File: src/rtl/alu_complete_arbiter_pkg.sv
// Shared types and sizing for the ALU complete-stage arbiter.
// The completion packet is the one fu_alu already produces.
package alu_complete_arbiter_pkg;

   localparam int unsigned NUM_ALU_FU = 4;
   localparam int unsigned NUM_CDB    = 3;

   typedef struct packed {
      logic [31:0] target_pc;
      logic [31:0] dest_value;
      logic [4:0]  rob_idx;
      logic        take_branch;
      logic        halt;
      logic        rd_mem;
      logic        wr_mem;
   } fu_complete_packet_t;

endpackage

File: src/rtl/alu_complete_arbiter_rr_multi_select.sv
// Combinational round-robin picker: grants up to CDB_WIDTH requesters starting at ptr
// and packs them into consecutive slot numbers in scan order.
module alu_complete_arbiter_rr_multi_select #(
   parameter int unsigned NUM_FU    = 4,
   parameter int unsigned CDB_WIDTH = 3,
   localparam int unsigned PtrW     = (NUM_FU > 1) ? $clog2(NUM_FU) : 1,
   localparam int unsigned SlotW    = (CDB_WIDTH > 1) ? $clog2(CDB_WIDTH) : 1
) (
   input  logic [NUM_FU-1:0]            req,
   input  logic [PtrW-1:0]              ptr,
   output logic [NUM_FU-1:0]            grant,
   output logic [NUM_FU-1:0][SlotW-1:0] slot_idx,
   output logic [PtrW-1:0]              last_grant_idx,
   output logic                         any_grant
);

   always_comb begin
      int unsigned     cnt;
      logic [PtrW-1:0] idx;
      grant          = '0;
      slot_idx       = '0;
      last_grant_idx = '0;
      any_grant      = 1'b0;
      cnt            = 0;
      idx            = '0;
      for (int unsigned k = 0; k < NUM_FU; k++) begin
         idx = PtrW'((32'(ptr) + k) % NUM_FU);
         if (req[idx] && (cnt < CDB_WIDTH)) begin
            grant[idx]     = 1'b1;
            slot_idx[idx]  = SlotW'(cnt);
            last_grant_idx = idx;
            any_grant      = 1'b1;
            cnt            = cnt + 1;
         end
      end
   end

endmodule

File: src/rtl/alu_complete_arbiter.sv
// Shares the CDB slots among the ALU lanes; losing lanes park in a one-entry hold
// register and stall their FU until granted. CDB outputs are registered.
module alu_complete_arbiter
   import alu_complete_arbiter_pkg::*;
#(
   parameter int unsigned NUM_FU    = NUM_ALU_FU,
   parameter int unsigned CDB_WIDTH = NUM_CDB
) (
   input  logic                                 clock,
   input  logic                                 reset,
   input  logic                                 squash,
   input  logic [NUM_FU-1:0]                    fu_valid_in,
   input  fu_complete_packet_t [NUM_FU-1:0]     fu_packet_in,
   output logic [NUM_FU-1:0]                    complete_stall,
   output logic [CDB_WIDTH-1:0]                 cdb_valid,
   output fu_complete_packet_t [CDB_WIDTH-1:0]  cdb_packet
);

   localparam int unsigned PtrW  = (NUM_FU > 1) ? $clog2(NUM_FU) : 1;
   localparam int unsigned SlotW = (CDB_WIDTH > 1) ? $clog2(CDB_WIDTH) : 1;

   logic [NUM_FU-1:0]                   hold_valid_q, hold_valid_d;
   fu_complete_packet_t [NUM_FU-1:0]    hold_pkt_q, hold_pkt_d;
   logic [PtrW-1:0]                     rr_ptr_q, rr_ptr_d;
   logic [CDB_WIDTH-1:0]                cdb_valid_q, cdb_valid_d;
   fu_complete_packet_t [CDB_WIDTH-1:0] cdb_packet_q, cdb_packet_d;

   logic [NUM_FU-1:0]                   cand_valid;
   fu_complete_packet_t [NUM_FU-1:0]    cand_pkt;
   logic [NUM_FU-1:0]                   grant;
   logic [NUM_FU-1:0][SlotW-1:0]        slot_idx;
   logic [PtrW-1:0]                     last_grant_idx;
   logic                                any_grant;

   // A held packet always takes the lane's candidate spot; the stalled FU input is ignored.
   always_comb begin
      for (int unsigned i = 0; i < NUM_FU; i++) begin
         cand_valid[i] = hold_valid_q[i] | fu_valid_in[i];
         cand_pkt[i]   = hold_valid_q[i] ? hold_pkt_q[i] : fu_packet_in[i];
      end
   end

   alu_complete_arbiter_rr_multi_select #(
      .NUM_FU    (NUM_FU),
      .CDB_WIDTH (CDB_WIDTH)
   ) u_select (
      .req            (cand_valid),
      .ptr            (rr_ptr_q),
      .grant          (grant),
      .slot_idx       (slot_idx),
      .last_grant_idx (last_grant_idx),
      .any_grant      (any_grant)
   );

   always_comb begin
      hold_valid_d = hold_valid_q;
      hold_pkt_d   = hold_pkt_q;
      rr_ptr_d     = rr_ptr_q;
      cdb_valid_d  = '0;
      cdb_packet_d = '0;
      for (int unsigned i = 0; i < NUM_FU; i++) begin
         if (grant[i]) begin
            cdb_valid_d[slot_idx[i]]  = 1'b1;
            cdb_packet_d[slot_idx[i]] = cand_pkt[i];
            hold_valid_d[i]           = 1'b0;
         end else if (cand_valid[i]) begin
            hold_valid_d[i] = 1'b1;
            hold_pkt_d[i]   = cand_pkt[i];
         end
      end
      if (any_grant) begin
         rr_ptr_d = (last_grant_idx == PtrW'(NUM_FU - 1)) ? '0 : last_grant_idx + PtrW'(1);
      end
      // Flush drops everything in flight but keeps the fairness pointer where it was.
      if (squash) begin
         hold_valid_d = '0;
         cdb_valid_d  = '0;
         cdb_packet_d = '0;
         rr_ptr_d     = rr_ptr_q;
      end
   end

   always_ff @(posedge clock) begin
      if (reset) begin
         hold_valid_q <= '0;
         hold_pkt_q   <= '0;
         rr_ptr_q     <= '0;
         cdb_valid_q  <= '0;
         cdb_packet_q <= '0;
      end else begin
         hold_valid_q <= hold_valid_d;
         hold_pkt_q   <= hold_pkt_d;
         rr_ptr_q     <= rr_ptr_d;
         cdb_valid_q  <= cdb_valid_d;
         cdb_packet_q <= cdb_packet_d;
      end
   end

   assign complete_stall = hold_valid_q;
   assign cdb_valid      = cdb_valid_q;
   assign cdb_packet     = cdb_packet_q;

endmodule
File: config.mk
export PLATFORM = sky130hd
export DESIGN_NAME = alu_complete_arbiter
export DESIGN_NICKNAME = d
export VERILOG_FILES = /design/src/rtl/alu_complete_arbiter_pkg.sv /design/src/rtl/alu_complete_arbiter_rr_multi_select.sv /design/src/rtl/alu_complete_arbiter.sv
export SDC_FILE = /design/constraint.sdc
export NUM_CORES = 1
export LEC_CHECK = 0
export ABC_AREA = 1
export BUFFER_PORTS_ARGS = -buffer_cell sky130_fd_sc_hd__buf_2
export CELL_PAD_IN_SITES_DETAIL_PLACEMENT = 0
export CELL_PAD_IN_SITES_GLOBAL_PLACEMENT = 1
export CORE_MARGIN = 3
export CORE_UTILIZATION = 39
export DETAILED_ROUTE_END_ITERATION = 7
export MAX_ROUTING_LAYER = met4
export PLACE_DENSITY = 0.81
export SLEW_MARGIN = 20
export SYNTH_ARGS = -nofsm -noshare
export SYNTH_HDL_FRONTEND = slang
export SYNTH_SLANG_ARGS = --single-unit
File: constraint.sdc
create_clock -name clock -period 4.08 [get_ports clock]
set_input_delay 0.408 -clock clock [delete_from_list [all_inputs] [get_ports clock]]
set_output_delay 0.408 -clock clock [all_outputs]
set_load 0.01 [all_outputs]
# After elaboration in Yosys (flattened, before gate mapping)
# Index checks and enable logic that the tools add are counted.
[word_totals]
register_bits = 520
inputBits = 299
[op_classes]
reduce_logical = 21
n_bitwise = 17
n_mux = 74
add_sub_neg = 6
order_cmp = 19
n_eq_ne = 1
[op_table]
columns = ["op", "n"]
rows = [
  ["219-bit 2-to-1 mux", 4],
  ["219-bit bitwise mux", 3],
  ["73-bit demux with 2-bit select", 4],
  ["73-bit 2-to-1 mux", 8],
  ["219-bit bitwise AND", 1],
  ["32-bit by 2-bit < comparator with 1-bit output (second input constant)", 2],
  ["32-bit 2-to-1 mux", 2],
  ["32-bit by 1-bit adder with 32-bit output (second input constant)", 1],
  ["2-bit by 3-bit < comparator with 1-bit output (second input constant)", 8],
  ["8-bit 2-to-1 mux", 3],
  ["1-bit 2-to-1 mux", 17],
  ["8-bit bitwise mux", 2],
  ["1-bit demux with 2-bit select", 8],
  ["2-bit by 1-bit >= comparator with 1-bit output (second input constant)", 8],
  ["2-bit 2-to-1 mux", 8],
  ["4-bit 2-to-1 mux", 4],
  ["2-bit demux with 2-bit select", 3],
  ["3-bit 2-to-1 mux", 4],
  ["4-bit OR", 3],
  ["3-bit OR reduction", 4],
  ["1-bit logical AND", 11],
  ["2-bit AND reduction", 5],
  ["3-bit OR", 3],
  ["7-bit by 8-bit bitwise AND with 8-bit output", 1],
  ["9 further kinds", 21],
]

# Logic depth before layout (Yosys ltp)
# Gate-level depths: netlist of run 1.
[logic_depth]
depth_word = 25
ltp_mapped = 23
ltp_nobuf = 20

# Hierarchy
# A second synthesis of run 1 with hierarchy kept.
[unflattened]
hier_cells = 4163
hier_area_um2 = 27121.0
[modules_own_cells]
columns = ["module", "instances", "area_per_inst_um2", "seq_area_each_um2", "cells_per_inst"]
rows = [
  ["alu_complete_arbiter", 1, 26301.5, 10410.0, 4015],
  ["alu_complete_arbiter_rr_multi_select", 1, 819.5, 0.0, 148],
]

# Worst setup path before layout of run 1
# Ideal clock, no wire load.
[synth_path]
path_kind = "reg-to-reg"
start = "register with a tool-made name"
end = "register cdb_packet_q, in the netlist cdb_packet[12]"
arrival_time_ns = 3.028
n_path_buf = 3
required_time_ns = 3.948
stages_incl_launch_ff = 22
slack_ns = 0.920
synth_period_minus_slack_ns = 3.160
path_cell_list = "dfxtp_1 -> inv_2 -> ha_1 -> inv_1 -> nand3_1 -> nand2_1 -> ha_1 -> nand3_1 -> nand2_4 -> nand3_4 -> nand2_4 -> buf_6 -> nand2_1 -> nand2_2 -> nor2_1 -> nand2_1 -> buf_4 -> buf_2 -> nand3_1 -> nand2_1 -> nand2_1 -> a21oi_1"
[synth_lines]
columns = ["element", "line", "rtl"]
rows = [
  ["end signal: assignment", "alu_complete_arbiter.sv:95", "cdb_packet_q <= cdb_packet_d;"],
  ["end: declaration", "alu_complete_arbiter.sv:26", "fu_complete_packet_t [CDB_WIDTH-1:0] cdb_packet_q, cdb_packet_d;"],
]

==> results of run 1 <==
-- tightest hold or removal path, delay by kind of cell --
family | cells | cell delay (ns)
compound gates | 2 | 0.13
buf+inv | 1 | 0.12
simple gates | 1 | 0.08
-- cell usage after synthesis --
cell type	instances
ha_1	10
xnor2_1	1
dfxtp_1	520
nor3_1	3
o21ai_2	4
inv_1	676
buf_1	18
and2_1	2
a21oi_1	738
buf_6	1
nand3_1	529
inv_2	6
o21bai_1	1
nand3_4	2
o21ai_0	519
nor2_2	2
buf_4	28
clkbuf_1	205
a41oi_1	1
nand3_2	3
nor2_4	3
nor2_1	170
nand2_4	3
buf_2	121
nand2_1	1086
or2_2	2
o211ai_1	1
o21ai_1	9
a31oi_1	1
nand2_2	5
-- final cells by class --
cell class	count	share of cell area (%)
Tap cell	950	3.460
Clock buffer	80	4.823
Clock inverter	26	1.300
Inverter	682	7.486
Multi-Input combinational cell	3095	41.54
Timing Repair Buffer	610	11.04
Sequential cell	520	30.34
Antenna cell	1	0.007285
-- stage by stage --
| stage | instance area (sq um) | util [%] | std cells | hold WS [ns] |
|---|---|---|---|---|
| finish | 34350 | 47.56 | 5964 | 0.1668 |
| global route | 34350 | 47.56 | 5964 | 0.1767 |
| CTS | 34350 | 47.56 | 5963 | 0.1374 |
| detailed placement | 32240 | 44.65 | 5857 | 0.4369 |
| global placement | 32240 | 44.65 | 5857 | 0.4315 |
| floorplan | 28750 | - | 4670 | 0.4244 |
-- kinds of logic after synthesis --
kind of cell | Yosys count
AOI/OAI and AO/OA | 1274
xor gates and xnor gates | 1
adders and majority gates | 10
buffers and inverters | 1055
DFF | 520
and+or+nand+nor | 1810
-- worst paths after layout --
| kind | endpoint | slack [ns] | cells after the start |
|---|---|---|---|
| worst max register to register | hold_pkt_q[261] | 0.53 | 17 |
| worst max-delay path | hold_pkt_q[261] | 0.53 | 17 |
| worst min-delay path | register | 0.17 | 4 |
| worst min register to register | hold_pkt_q[67] | 0.45 | 2 |
-- sequential cells by signal (all words and copies together) (netlist names), named ones only --
name	count
rr_ptr_q	1
hold_pkt_q	292
complete_stall	4
cdb_valid	3
cdb_packet	219
-- layer usage --
| layer | global-route usage, % | vias up | wire length, microns |
|---|---|---|---|
| li1 | - | 15480 | - |
| met1 | 39.43 | 14300 | 51020 |
| met2 | 46.06 | 1298 | 51640 |
| met3 | 3.989 | 186 | 8669 |
| met4 | 8.809 | 0 | 3461 |
| met5 | - | - | 0 |
==> impl_metrics.ini, run 1 <==
[status]
status = completed

[synthesis]
yosys.area_share.simple_pct = 26.36
synth.top_cell.area_share_pct = 36.21
synthesis.nets = 4979
yosys.area.top_type = dfxtp_1
synth_compound_area_share_pct = 22.27
yosys.area_share.adder_pct = 0.4352
yosys_register_bits = 520
synth_top_family_by_area = simple AND/OR/NAND/NOR gates
postSynthAreaPerCell_sq_um = 6.156
muxShareOfSynthArea_pct = 0
ys_seq_area_share_pct = 36.21
synthTopCellsByArea = dfxtp_1 (36%), nand2_1 (14%), a21oi_1 (13%), nand3_1 (9.2%), o21ai_0 (9.0%)
yosys_warnings = 0
synthXorXnorAreaFrac_pct = 0.03047
syn_inst = 4670
ys_types = 30
syn-cell-area_sq_um = 28750

[clock_tree]
path_clk_slew_ns = 0.06
numCtsBuffers = 58
clkLatencyLatePin_ns = 0.62
cts_resized = 0
hold_buffers = 0
cts_tree = built
post_cts_buffers = 0
cts_buffer_depth = 3
htree_levels = 2
clock-sinks = 520
cts-root-buf = clkbuf_16

[die]
core_sq_um = 72220
start_util_pct = 39.80
ioPinCount = 525
die_area_sq_um = 77010
rows = 98
die_width_microns = 277.5
chipHeight_microns = 277.5

[place]
gp_congestion = 0.9083
dpl_worst_slack_ns = 0.4889
dp_hpwl_mm = 74.31
port_buffers = 524

[routing]
drt-total-wl_mm = 114.8
drtPass1Iterations = 6
detail_route.vias_per_cell = 5.242
drtAntennaViolNets = 0
drc = 0
drt_iter0_markers = 2846
wl_per_cell_microns = 19.25
via_count = 31260

[grt]
gr-usage-all-layers_pct = 29.39
grt_pass1_vias = 29070
grt_pass1_wl_mm = 174.8
grt_start_max_net_pins = 149
antenna_found_initial = 1
overflow = 0

[timing]
setup_ws_ns = 0.5259
min_period_over_period_pct = 87.11
tns_ns = 0
worstMarginPinSlew_ns = 0.9323
clock_skew_ns = 0.01796
maxSlewViolCount = 0
grt_setup_unrepaired = false
timing.final.crit_period_ns = 3.554
relSlewSlack_pct = 37.84
timing.fmax_ghz = 0.2814
setup_viol = 0
hold_viol_final = 0

[final_layout]
nFillCells = 7654
mostFrequentLayoutCell = nand2_1
syn2layout_area_growth_pct = 19.49
layout_common_cells = nand2_1 (1079), a21oi_1 (738), inv_1 (673), nand3_1 (529), buf_2 (524)
drive_above_1_share_pct = 15.06
regArea_sq_um = 10420
finalNetCount = 5276
multi_input_area_sq_um = 14270

[critical_path]
crit_chain = inv_2 -> ha_1 -> inv_1 -> nand3_1 -> nand2_1 -> ha_1 -> nand3_1 -> nand2_4 -> nand3_4 -> nand2_4 -> nor2_4 -> nor3_1 -> buf_4 -> o21ai_4 -> buf_12 -> o21ai_0 -> a21oi_1
start_kind = register
required_ns = 4.55
cp_top_family = simple AND/OR/NAND/NOR gates
slowest_stage = dfxtp_1
slowest_delay_ns = 0.34
path_class = register to register
cp.buffers_inverters = 4
crit_path_max_fanout = 147
arrival_ns = 4.03
end_kind = register

[run]
maxCapViolCount = 0

[hold_path]
min_from = squash
hp-class = input pin to register
Power of run 1 is left out: the tool's default activity adds up to more than one toggle a clock period on the data nets, which glitch-free logic cannot reach.
==> run 2: changes to the inputs <==
CELL_PAD_IN_SITES_DETAIL_PLACEMENT = 1   (was 0)
clock period = 3.75 ns   (was 4.08 ns; I/O delays follow)
==> run 2 against run 1 <==
Routed wire length grew 8.4%. Maximum frequency grew 1.5%. Non-clock buffer count increased by 21. Critical path depth is 3 higher. First-iteration DRC count down 15%. Critical path type unchanged.
==> impl_metrics.ini, run 2 (synthesis gave the netlist of run 1 again) <==
[status]
status = completed

[grt]
grt_pass1_wl_mm = 191.3
grt_pass1_vias = 32890
antenna_found_initial = 4
overflow = 0
gr-usage-all-layers_pct = 31.87
grt_start_max_net_pins = 153

[place]
placed_cell_area_sq_um = 32580
gp_congestion = 0.9145
dp_hpwl_mm = 83.36
port_buffers = 524

[clock_tree]
numCtsBuffers = 60
hold_buffers = 0
htree_levels = 2
path_clk_slew_ns = 0.06
cts_tree = built
post_cts_buffers = 0
cts-root-buf = clkbuf_16
cts_resized = 0
clock-sinks = 520
clkLatencyLatePin_ns = 0.63
cts_buffer_depth = 3

[routing]
drt_iter0_markers = 2419
via_count = 32870
drc = 0
wl_per_cell_microns = 20.76
drtPass1Iterations = 5
drtAntennaViolNets = 0
detail_route.vias_per_cell = 5.486
drt-total-wl_mm = 124.4

[final_layout]
layout_common_cells = nand2_1 (1079), a21oi_1 (738), inv_1 (673), nand3_1 (529), buf_2 (524)
syn2layout_area_growth_pct = 20.40
finalNetCount = 5299
mostFrequentLayoutCell = nand2_1
drive_above_1_share_pct = 15.51
top_register = hold_pkt_q
final_area_sq_um = 34610
largest_reg_flops = 292
nFillCells = 9835

[critical_path]
slowest_delay_ns = 0.37
path_class = register to register
end_kind = register
arrival_ns = 4.03
required_ns = 4.28
crit_chain = inv_1 -> ha_1 -> inv_1 -> nand3_1 -> nand2_1 -> ha_1 -> inv_1 -> nand2_2 -> nand2_4 -> nand3_4 -> nand3_1 -> and2_1 -> nor2_4 -> nand2_4 -> buf_12 -> nand2_1 -> inv_1 -> nand2_1 -> nand2_1 -> a21oi_1
slowest_stage = ha_1
start_kind = register
crit_path_max_fanout = 26

[timing]
clock_skew_ns = 0.01775
timing.final.crit_period_ns = 3.500
worstMarginPinSlew_ns = 1.074
relSlewSlack_pct = 28.39
hold_viol_final = 0
setup_viol = 0
grt_setup_unrepaired = false
min_period_over_period_pct = 93.34
tns_ns = 0
timing.fmax_ghz = 0.2857
maxSlewViolCount = 0

[die]
die_width_microns = 277.5
chipHeight_microns = 277.5
ioPinCount = 525
die_area_sq_um = 77010
core_sq_um = 72220
start_util_pct = 39.80
rows = 98

[run]
maxCapViolCount = 0

[hold_path]
hp-class = input pin to register
run 2: cell type report:
type | instances | area, sq um | area share [%]
timing repair buffer | 631 | 4126 | 11.92
tap | 950 | 1189 | 3.434
antenna | 4 | 10.01 | 0.02892
inverter | 682 | 2571 | 7.429
sequential | 520 | 10420 | 30.11
clock inverter | 23 | 244.0 | 0.7049
clock buffer | 86 | 1782 | 5.148
multi-input combinational | 3095 | 14270 | 41.22
run 2: worst max-delay path: cells and delay by family (launching register included):
family          cells  cell delay, ns
compound gates      1            0.17
fa+ha+maj           2            0.70
buf+inv             5            0.51
flops               1            0.33
simple gates       12            1.69
run 2: layer usage:
| layer | share of wire [%] | GRT usage [%] | up-vias |
|---|---|---|---|
| li1 | - | - | 15520 |
| met1 | 43 | 40.62 | 15900 |
| met2 | 47 | 52.11 | 1189 |
| met3 | 6.4 | 3.922 | 254 |
| met4 | 3.7 | 11.15 | 0 |
| met5 | 0 | - | - |
run 2: worst paths after layout:
path,startpoint,to,slack (ns),depth (start not counted)
hold reg to reg,hold_pkt_q[8],hold_pkt_q[8],0.45,2
hold / removal,fu_valid_in[2],complete_stall[2],0.11,3
setup / recovery,rr_ptr_q[1],cdb_packet[19],0.25,20
setup reg to reg,rr_ptr_q[1],cdb_packet[19],0.25,20
run 2: per-stage QoR:
stage	cells	util (%)	setup slack, ns	hold slack, ns
6_report	5991	47.92	0.2496	0.1078
5_1_grt	5991	47.92	0.04615	0.1024
3_3_place_gp	5878	45.11	0.3596	0.4318
4_1_cts	5987	47.91	0.2668	0.07433
3_5_place_dp	5878	45.11	0.3076	0.4398
2_1_floorplan	4670	-	0.5896	0.4244
Power of run 2 is left out for the same reason.
